## config.mk

```make
export PLATFORM = sky130hd
export DESIGN_NAME = lvds_link_test_ctrl
export DESIGN_NICKNAME = d
export VERILOG_FILES = /design/src/rtl/lvds_link_test_ctrl.sv
export SDC_FILE = /design/constraint.sdc
export NUM_CORES = 1
export LEC_CHECK = 0
export CORE_MARGIN = 2
export CORE_UTILIZATION = 40
export DETAILED_ROUTE_END_ITERATION = 6
export MAX_ROUTING_LAYER = met4
export PLACE_DENSITY = 0.9
export SLEW_MARGIN = 20
export SYNTH_ARGS = -nofsm -noshare
export SYNTH_HDL_FRONTEND = slang
export SYNTH_SLANG_ARGS = --single-unit
```

## constraint.sdc

```tcl
create_clock -name CLK -period 3.2 [get_ports CLK]
set_input_delay 0.48 -clock CLK [delete_from_list [all_inputs] [get_ports CLK]]
set_output_delay 0.48 -clock CLK [all_outputs]
set_load 0.01 [all_outputs]
```

## src/rtl/lvds_link_test_ctrl.sv

```systemverilog
// LVDS link qualification sequencer: clear, settle, dwell, check; one retry with inverted polarity.
// Latency: DONE at CLR_CYC+SETTLE_CYC+dwell+3 cycles after START when the first attempt passes (plus TRAIN_CYC per attempt under LVDS_LINK_TEST_TRAIN_EN).
// No backpressure: START is ignored while BUSY, ABORT returns to IDLE on the next cycle.
module lvds_link_test_ctrl #(
    parameter int unsigned CLR_CYC    = 4,
    parameter int unsigned SETTLE_CYC = 64,
    parameter int unsigned DWELL_CYC  = 1048576,
    parameter int unsigned MIN_RECV   = 1024,
    parameter int unsigned TIMER_W    = 24
`ifdef LVDS_LINK_TEST_TRAIN_EN
    ,
    parameter int unsigned TRAIN_CYC  = 256
`endif
) (
    input  logic        CLK,
    input  logic        RSTX,
    input  logic        START,
    input  logic        ABORT,
    input  logic [63:0] ERR_CNT,
    input  logic [57:0] RECV_CNT,
    output logic        CLR,
    output logic        INV,
    output logic [1:0]  PATTERN,
    output logic        BUSY,
    output logic        DONE,
    output logic        PASS,
    output logic [31:0] ERR_SNAP
);

    typedef enum logic [2:0] {
        S_IDLE   = 3'd0,
        S_CLEAR  = 3'd1,
        S_SETTLE = 3'd2,
        S_DWELL  = 3'd3,
        S_CHECK  = 3'd4,
        S_FIN    = 3'd5
`ifdef LVDS_LINK_TEST_TRAIN_EN
        ,
        S_TRAIN  = 3'd6
`endif
    } state_t;

    localparam logic [TIMER_W-1:0] L_CLR_LAST    = TIMER_W'(CLR_CYC - 1);
    localparam logic [TIMER_W-1:0] L_SETTLE_LAST = TIMER_W'(SETTLE_CYC - 1);
    localparam logic [TIMER_W-1:0] L_DWELL_LAST  = TIMER_W'(DWELL_CYC - 1);
    localparam logic [57:0]        L_MIN_RECV    = 58'(MIN_RECV);
`ifdef LVDS_LINK_TEST_TRAIN_EN
    localparam logic [TIMER_W-1:0] L_TRAIN_LAST  = TIMER_W'(TRAIN_CYC - 1);
    localparam state_t             L_FIRST       = S_TRAIN;
`else
    localparam state_t             L_FIRST       = S_CLEAR;
`endif

    state_t               r_state;
    logic [TIMER_W-1:0]   r_timer;
    logic                 r_clr;
    logic                 r_inv;
    logic                 r_busy;
    logic                 r_done;
    logic                 r_pass;
    logic [31:0]          r_err_snap;

    state_t               w_state_nxt;
    logic [TIMER_W-1:0]   w_timer_nxt;
    logic                 w_inv_nxt;
    logic                 w_pass_nxt;
    logic                 w_done_nxt;
    logic [31:0]          w_snap_nxt;
    logic                 w_recv_ok;
    logic                 w_link_ok;
    logic [31:0]          w_snap_val;

    assign w_recv_ok  = (RECV_CNT >= L_MIN_RECV);
    assign w_link_ok  = (ERR_CNT == 64'd0) && w_recv_ok;
    assign w_snap_val = (ERR_CNT[63:32] != 32'd0) ? 32'hFFFF_FFFF : ERR_CNT[31:0];

    always_ff @(posedge CLK or negedge RSTX) begin
        if (!RSTX) begin
            r_state <= S_IDLE;
            r_timer <= '0;
        end else begin
            r_state <= w_state_nxt;
            r_timer <= w_timer_nxt;
        end
    end

    always_comb begin
        w_state_nxt = r_state;
        w_timer_nxt = r_timer + TIMER_W'(1);
        w_inv_nxt   = r_inv;
        w_pass_nxt  = r_pass;
        w_done_nxt  = 1'b0;
        w_snap_nxt  = r_err_snap;
        if (ABORT && (r_state != S_IDLE)) begin
            // Abort keeps INV and ERR_SNAP so software can see how far the test got.
            w_state_nxt = S_IDLE;
            w_timer_nxt = '0;
            w_pass_nxt  = 1'b0;
        end else begin
            case (r_state)
                S_IDLE: begin
                    w_timer_nxt = '0;
                    if (START && !ABORT) begin
                        w_state_nxt = L_FIRST;
                        w_inv_nxt   = 1'b0;
                        w_pass_nxt  = 1'b0;
                        w_snap_nxt  = '0;
                    end
                end
`ifdef LVDS_LINK_TEST_TRAIN_EN
                S_TRAIN: begin
                    if (r_timer == L_TRAIN_LAST) begin
                        w_state_nxt = S_CLEAR;
                        w_timer_nxt = '0;
                    end
                end
`endif
                S_CLEAR: begin
                    if (r_timer == L_CLR_LAST) begin
                        w_state_nxt = S_SETTLE;
                        w_timer_nxt = '0;
                    end
                end
                S_SETTLE: begin
                    if (r_timer == L_SETTLE_LAST) begin
                        w_state_nxt = S_DWELL;
                        w_timer_nxt = '0;
                    end
                end
                S_DWELL: begin
                    if (w_recv_ok || (r_timer == L_DWELL_LAST)) begin
                        w_state_nxt = S_CHECK;
                        w_timer_nxt = '0;
                    end
                end
                S_CHECK: begin
                    w_timer_nxt = '0;
                    w_snap_nxt  = w_snap_val;
                    if (w_link_ok) begin
                        w_pass_nxt  = 1'b1;
                        w_state_nxt = S_FIN;
                    end else if (!r_inv) begin
                        w_inv_nxt   = 1'b1;
                        w_state_nxt = L_FIRST;
                    end else begin
                        w_pass_nxt  = 1'b0;
                        w_state_nxt = S_FIN;
                    end
                end
                S_FIN: begin
                    w_timer_nxt = '0;
                    w_done_nxt  = 1'b1;
                    w_state_nxt = S_IDLE;
                end
                default: begin
                    w_timer_nxt = '0;
                    w_state_nxt = S_IDLE;
                end
            endcase
        end
    end

    // Controls are registered from the next state so CLR/BUSY never glitch.
    always_ff @(posedge CLK or negedge RSTX) begin
        if (!RSTX) begin
            r_clr      <= 1'b0;
            r_inv      <= 1'b0;
            r_busy     <= 1'b0;
            r_done     <= 1'b0;
            r_pass     <= 1'b0;
            r_err_snap <= '0;
        end else begin
            r_clr      <= (w_state_nxt == S_CLEAR);
            r_inv      <= w_inv_nxt;
            r_busy     <= (w_state_nxt != S_IDLE);
            r_done     <= w_done_nxt;
            r_pass     <= w_pass_nxt;
            r_err_snap <= w_snap_nxt;
        end
    end

`ifdef LVDS_LINK_TEST_TRAIN_EN
    logic [1:0] r_pattern;

    always_ff @(posedge CLK or negedge RSTX) begin
        if (!RSTX) begin
            r_pattern <= 2'd0;
        end else begin
            r_pattern <= (w_state_nxt == S_TRAIN) ? 2'd1 : 2'd0;
        end
    end

    assign PATTERN = r_pattern;
`else
    assign PATTERN = 2'd0;
`endif

    assign CLR      = r_clr;
    assign INV      = r_inv;
    assign BUSY     = r_busy;
    assign DONE     = r_done;
    assign PASS     = r_pass;
    assign ERR_SNAP = r_err_snap;

endmodule

```

==> impl_metrics.csv <==
group,metric,value,unit
run_status,status,"finished clean",
timing,rsz0062_at_grt,"false",
cts,cts.clk_slew.worst_paths,0.08,ns
worst_setup_path,path_cells,"ha_1 > nand2b_1 > nor4_1 > a31oi_1 > a211oi_4 > or2_2 > nor2_1",
final_layout,area_growth,56.8,%
yosys,synth.cell_area,3250,sq um
cts,clock_sinks,64,
place,hpwl,7530,um
pwr,internal_power,1.34,mW
pwr,power_frac_seq,46.6,%
cts,cts_resized,0,
timing,setup_violations,0,
timing,tightestPinTransition,0.846,ns
timing,max_slew_margin,43.6,%
cts,post_cts_buffers,0,
detailed_routing,firstDrtPassIters,4,
timing,tns,0,ns
worst_setup_path,cp_max_fo,20,
detailed_routing,drc_errors,0,
yosys,synth-edff-count,0,
yosys,synth_area_per_cell,8.90,sq um
cts,clockRootBuffer,"clkbuf_8",
place,place_ws,0.351,ns
pwr,comb_power_share,12.3,%
detailed_routing,wl,10100,um
worst_setup_path,crit_path_max_incr_delay,0.72,ns
worst_setup_path,critPathTopFamily,"compound AO/OA/AOI/OAI gates",
detailed_routing,vias_per_cell,5.46,
pwr,ir_worst_vdd,0.225,mV
yosys,synth.top_cell.area_share,49.3,%
floorplanning,fp.dieH,94.1,um
pwr,power_density,344,nW/um^2
final_layout,seq_area,1600,sq um
yosys,yosysSeqAreaShare,49.3,%
place,postPlaceCellArea,4890,sq um
cts,cts_buffer_depth,2,
timing,fmax,384,MHz
yosys,yosys-top-cells-count,"64 x dfrtp_1, 64 x nor2_1, 34 x a21oi_1, 33 x nor4_1, 32 x nor3_1",
cts,tritoncts,"built",
final_layout,multi_input_area,1550,sq um
place,dp_cells,607,
floorplanning,start_util,41.6,%
timing,period_minus_slack,2.60,ns
timing,finalWorstSetupSlack,0.598,ns
floorplanning,num_rows,32,
global_route,grt_overflow,0,
timing,clock_skew,0.00991,ns
global_route,grt_usage,24.9,%
detailed_routing,ant_nets,0,
worst_setup_path,cp_num_buf_inv,0,
cts,clock_latency,0.34,ns
worst_setup_path,cp-start-kind,"flip-flop",
worst_hold_path,hp-class,"in -> async",
final_layout,fillers,590,
floorplanning,core,7810,sq um
global_route,antenna_found_initial,0,
worst_setup_path,crit_path_end_kind,"flip-flop",
yosys,yosys-top-cells-area,"dfrtp_1 49%, nor2_1 7.4%, nor4_1 6.4%, a21oi_1 5.2%, nor3_1 4.9%",
place,io_buffers,152,
final_layout,diodes,0,
worst_setup_path,cp.arrival,2.83,ns
pwr,total_power,1.75,mW
worst_setup_path,crit_slowest_cell,"a211oi_4",
floorplanning,io_pins,165,
global_route,grt_max_degree,40,
cts,ctsHoldBuffers,0,
final_layout,nets,643,
run,drv_cap,0,
worst_setup_path,critPathRequiredTime,3.43,ns
final_layout,final_area,5090,sq um
yosys,syn-instance-count,365,
yosys,synth_cell_type_count,37,
place,gp_congestion,0.841,
yosys,synth_top_area_cell,"dfrtp_1",
final_layout,layout-drive-gt1-share,7.49,%
timing,fin_crit_sh,81.3,%
yosys,synth_ff_type,"dfrtp_1",
cts,ctsHtreeMaxLevel,3,
worst_setup_path,path_class,"reg -> reg",
yosys,synth-seq-cells,64,
floorplanning,fp.dieW,94.1,um
pwr,p_clk_share,41.1,%
timing,drv_slew,0,
pwr,p_leak,2.01,nW
yosys,async_flop_share,100,%
yosys,synth_warnings,0,
detailed_routing,vias,3399,
floorplanning,dieArea,8860,sq um
pwr,p_sw_share,23.7,%
detailed_routing,wl_per_cell,16.2,um
final_layout,fin_cells,623,
worst_setup_path,r2r_setup_slack,0.60,ns
pwr,switching_power,0.416,mW
global_route,grt_pass1_vias,3538,
detailed_routing,drtIter0Drc,246,
global_route,grt_pass1_wl,16900,um
timing,hold_violations,0,
cts,cts_buffers,9,
-- flip-flops by register name, indices dropped and copies added, names as in the netlist --
name      count
CLR           1
r_state       3
INV           1
PASS          1
r_timer      24
DONE          1
BUSY          1
ERR_SNAP     32
-- per-layer routing --
layer / share of wire (%) / vias up / routed length (um) / global-route usage, %
met1: 40 / 1638 / 4020 / 29.8
met3: 7.6 / 15 / 769 / 6.66
met4: 1.1 / 0 / 107 / 7.00
met2: 52 / 121 / 5220 / 41.5
met5: 0 / - / 0 / -
li1: - / 1625 / - / -
-- through the flow --
| stage | hold WS (ns) | utilization (%) |
|---|---|---|
| global placement | 0.464 | 62.5 |
| finish | 0.235 | 65.3 |
| detailed placement | 0.496 | 62.6 |
| floorplan | 0.184 | - |
| CTS | 0.258 | 65.3 |
| global route | 0.308 | 65.3 |
-- final timing paths --
check / startpoint / to / cells past startpoint
min: RSTX / ERR_SNAP[14] / 1
min in group CLK: r_timer[0] / r_timer[0] / 1
max reg2reg: r_timer[0] / r_timer[1] / 7
max: r_timer[0] / r_timer[1] / 7
min reg2reg: r_timer[0] / r_timer[0] / 1
max in group asynchronous: RSTX / ERR_SNAP[21] / 2
-- power groups by stage --
stage / logic (mW) / clock network [mW] / registers, mW
2_1_floorplan: 0.0357 / 0 / 0.832
3_3_place_gp: 0.209 / 0 / 0.833
3_5_place_dp: 0.214 / 0 / 0.833
4_1_cts: 0.216 / 0.728 / 0.817
5_1_grt: 0.232 / 0.772 / 0.818
6_report: 0.216 / 0.720 / 0.817
-- layout make-up --
type | instances | share of cell area, %
Clock buffer | 10 | 2.70
Clock inverter | 6 | 1.33
Inverter | 4 | 0.295
Multi-Input combinational cell | 275 | 30.5
Sequential cell | 64 | 31.4
Tap cell | 102 | 2.50
Timing Repair Buffer | 162 | 31.2
-- cells in the final DEF, fill, tap and decap left out, drive strengths merged --
cell type and instances:
xnor2 6, or4 2, and3 4, clkinv 2
and4 4, nor4bb 1, buf 11, and2 2
conb 2, clkinvlp 2, o221a 1, dfrtp 64
a22o 1, nor4 36, nand3 13, o21ai 9
nand4 14, or2 3, nor4b 2, nand2 16
clkbuf 10, clkdlybuf4s50 151, inv 5, a41oi 2
xor2 15, a21o 1, nand3b 1, nand2b 2
nor3 32, a21oi 34, a2111oi 1, bufinv 1
a31oi 2, nor2 64, a211oi 1, nor2b 1
ha 1, o22ai 1, or3 1
-- logic make-up (layout without fill, tap and decap cells) --
group                      after synthesis  in the layout  synth area share, %
buffers and inverters                   27            182                 3.46
other                                    1              2                0.115
DFF                                     64             64                 49.3
xor gates and xnor gates                21             21                 5.66
and+or+nand+nor                        198            198                 32.0
AOI/OAI and AO/OA                       53             53                 9.13
adders and majority gates                1              1                0.385
Note: power is estimated with default switching activity, not from simulation.
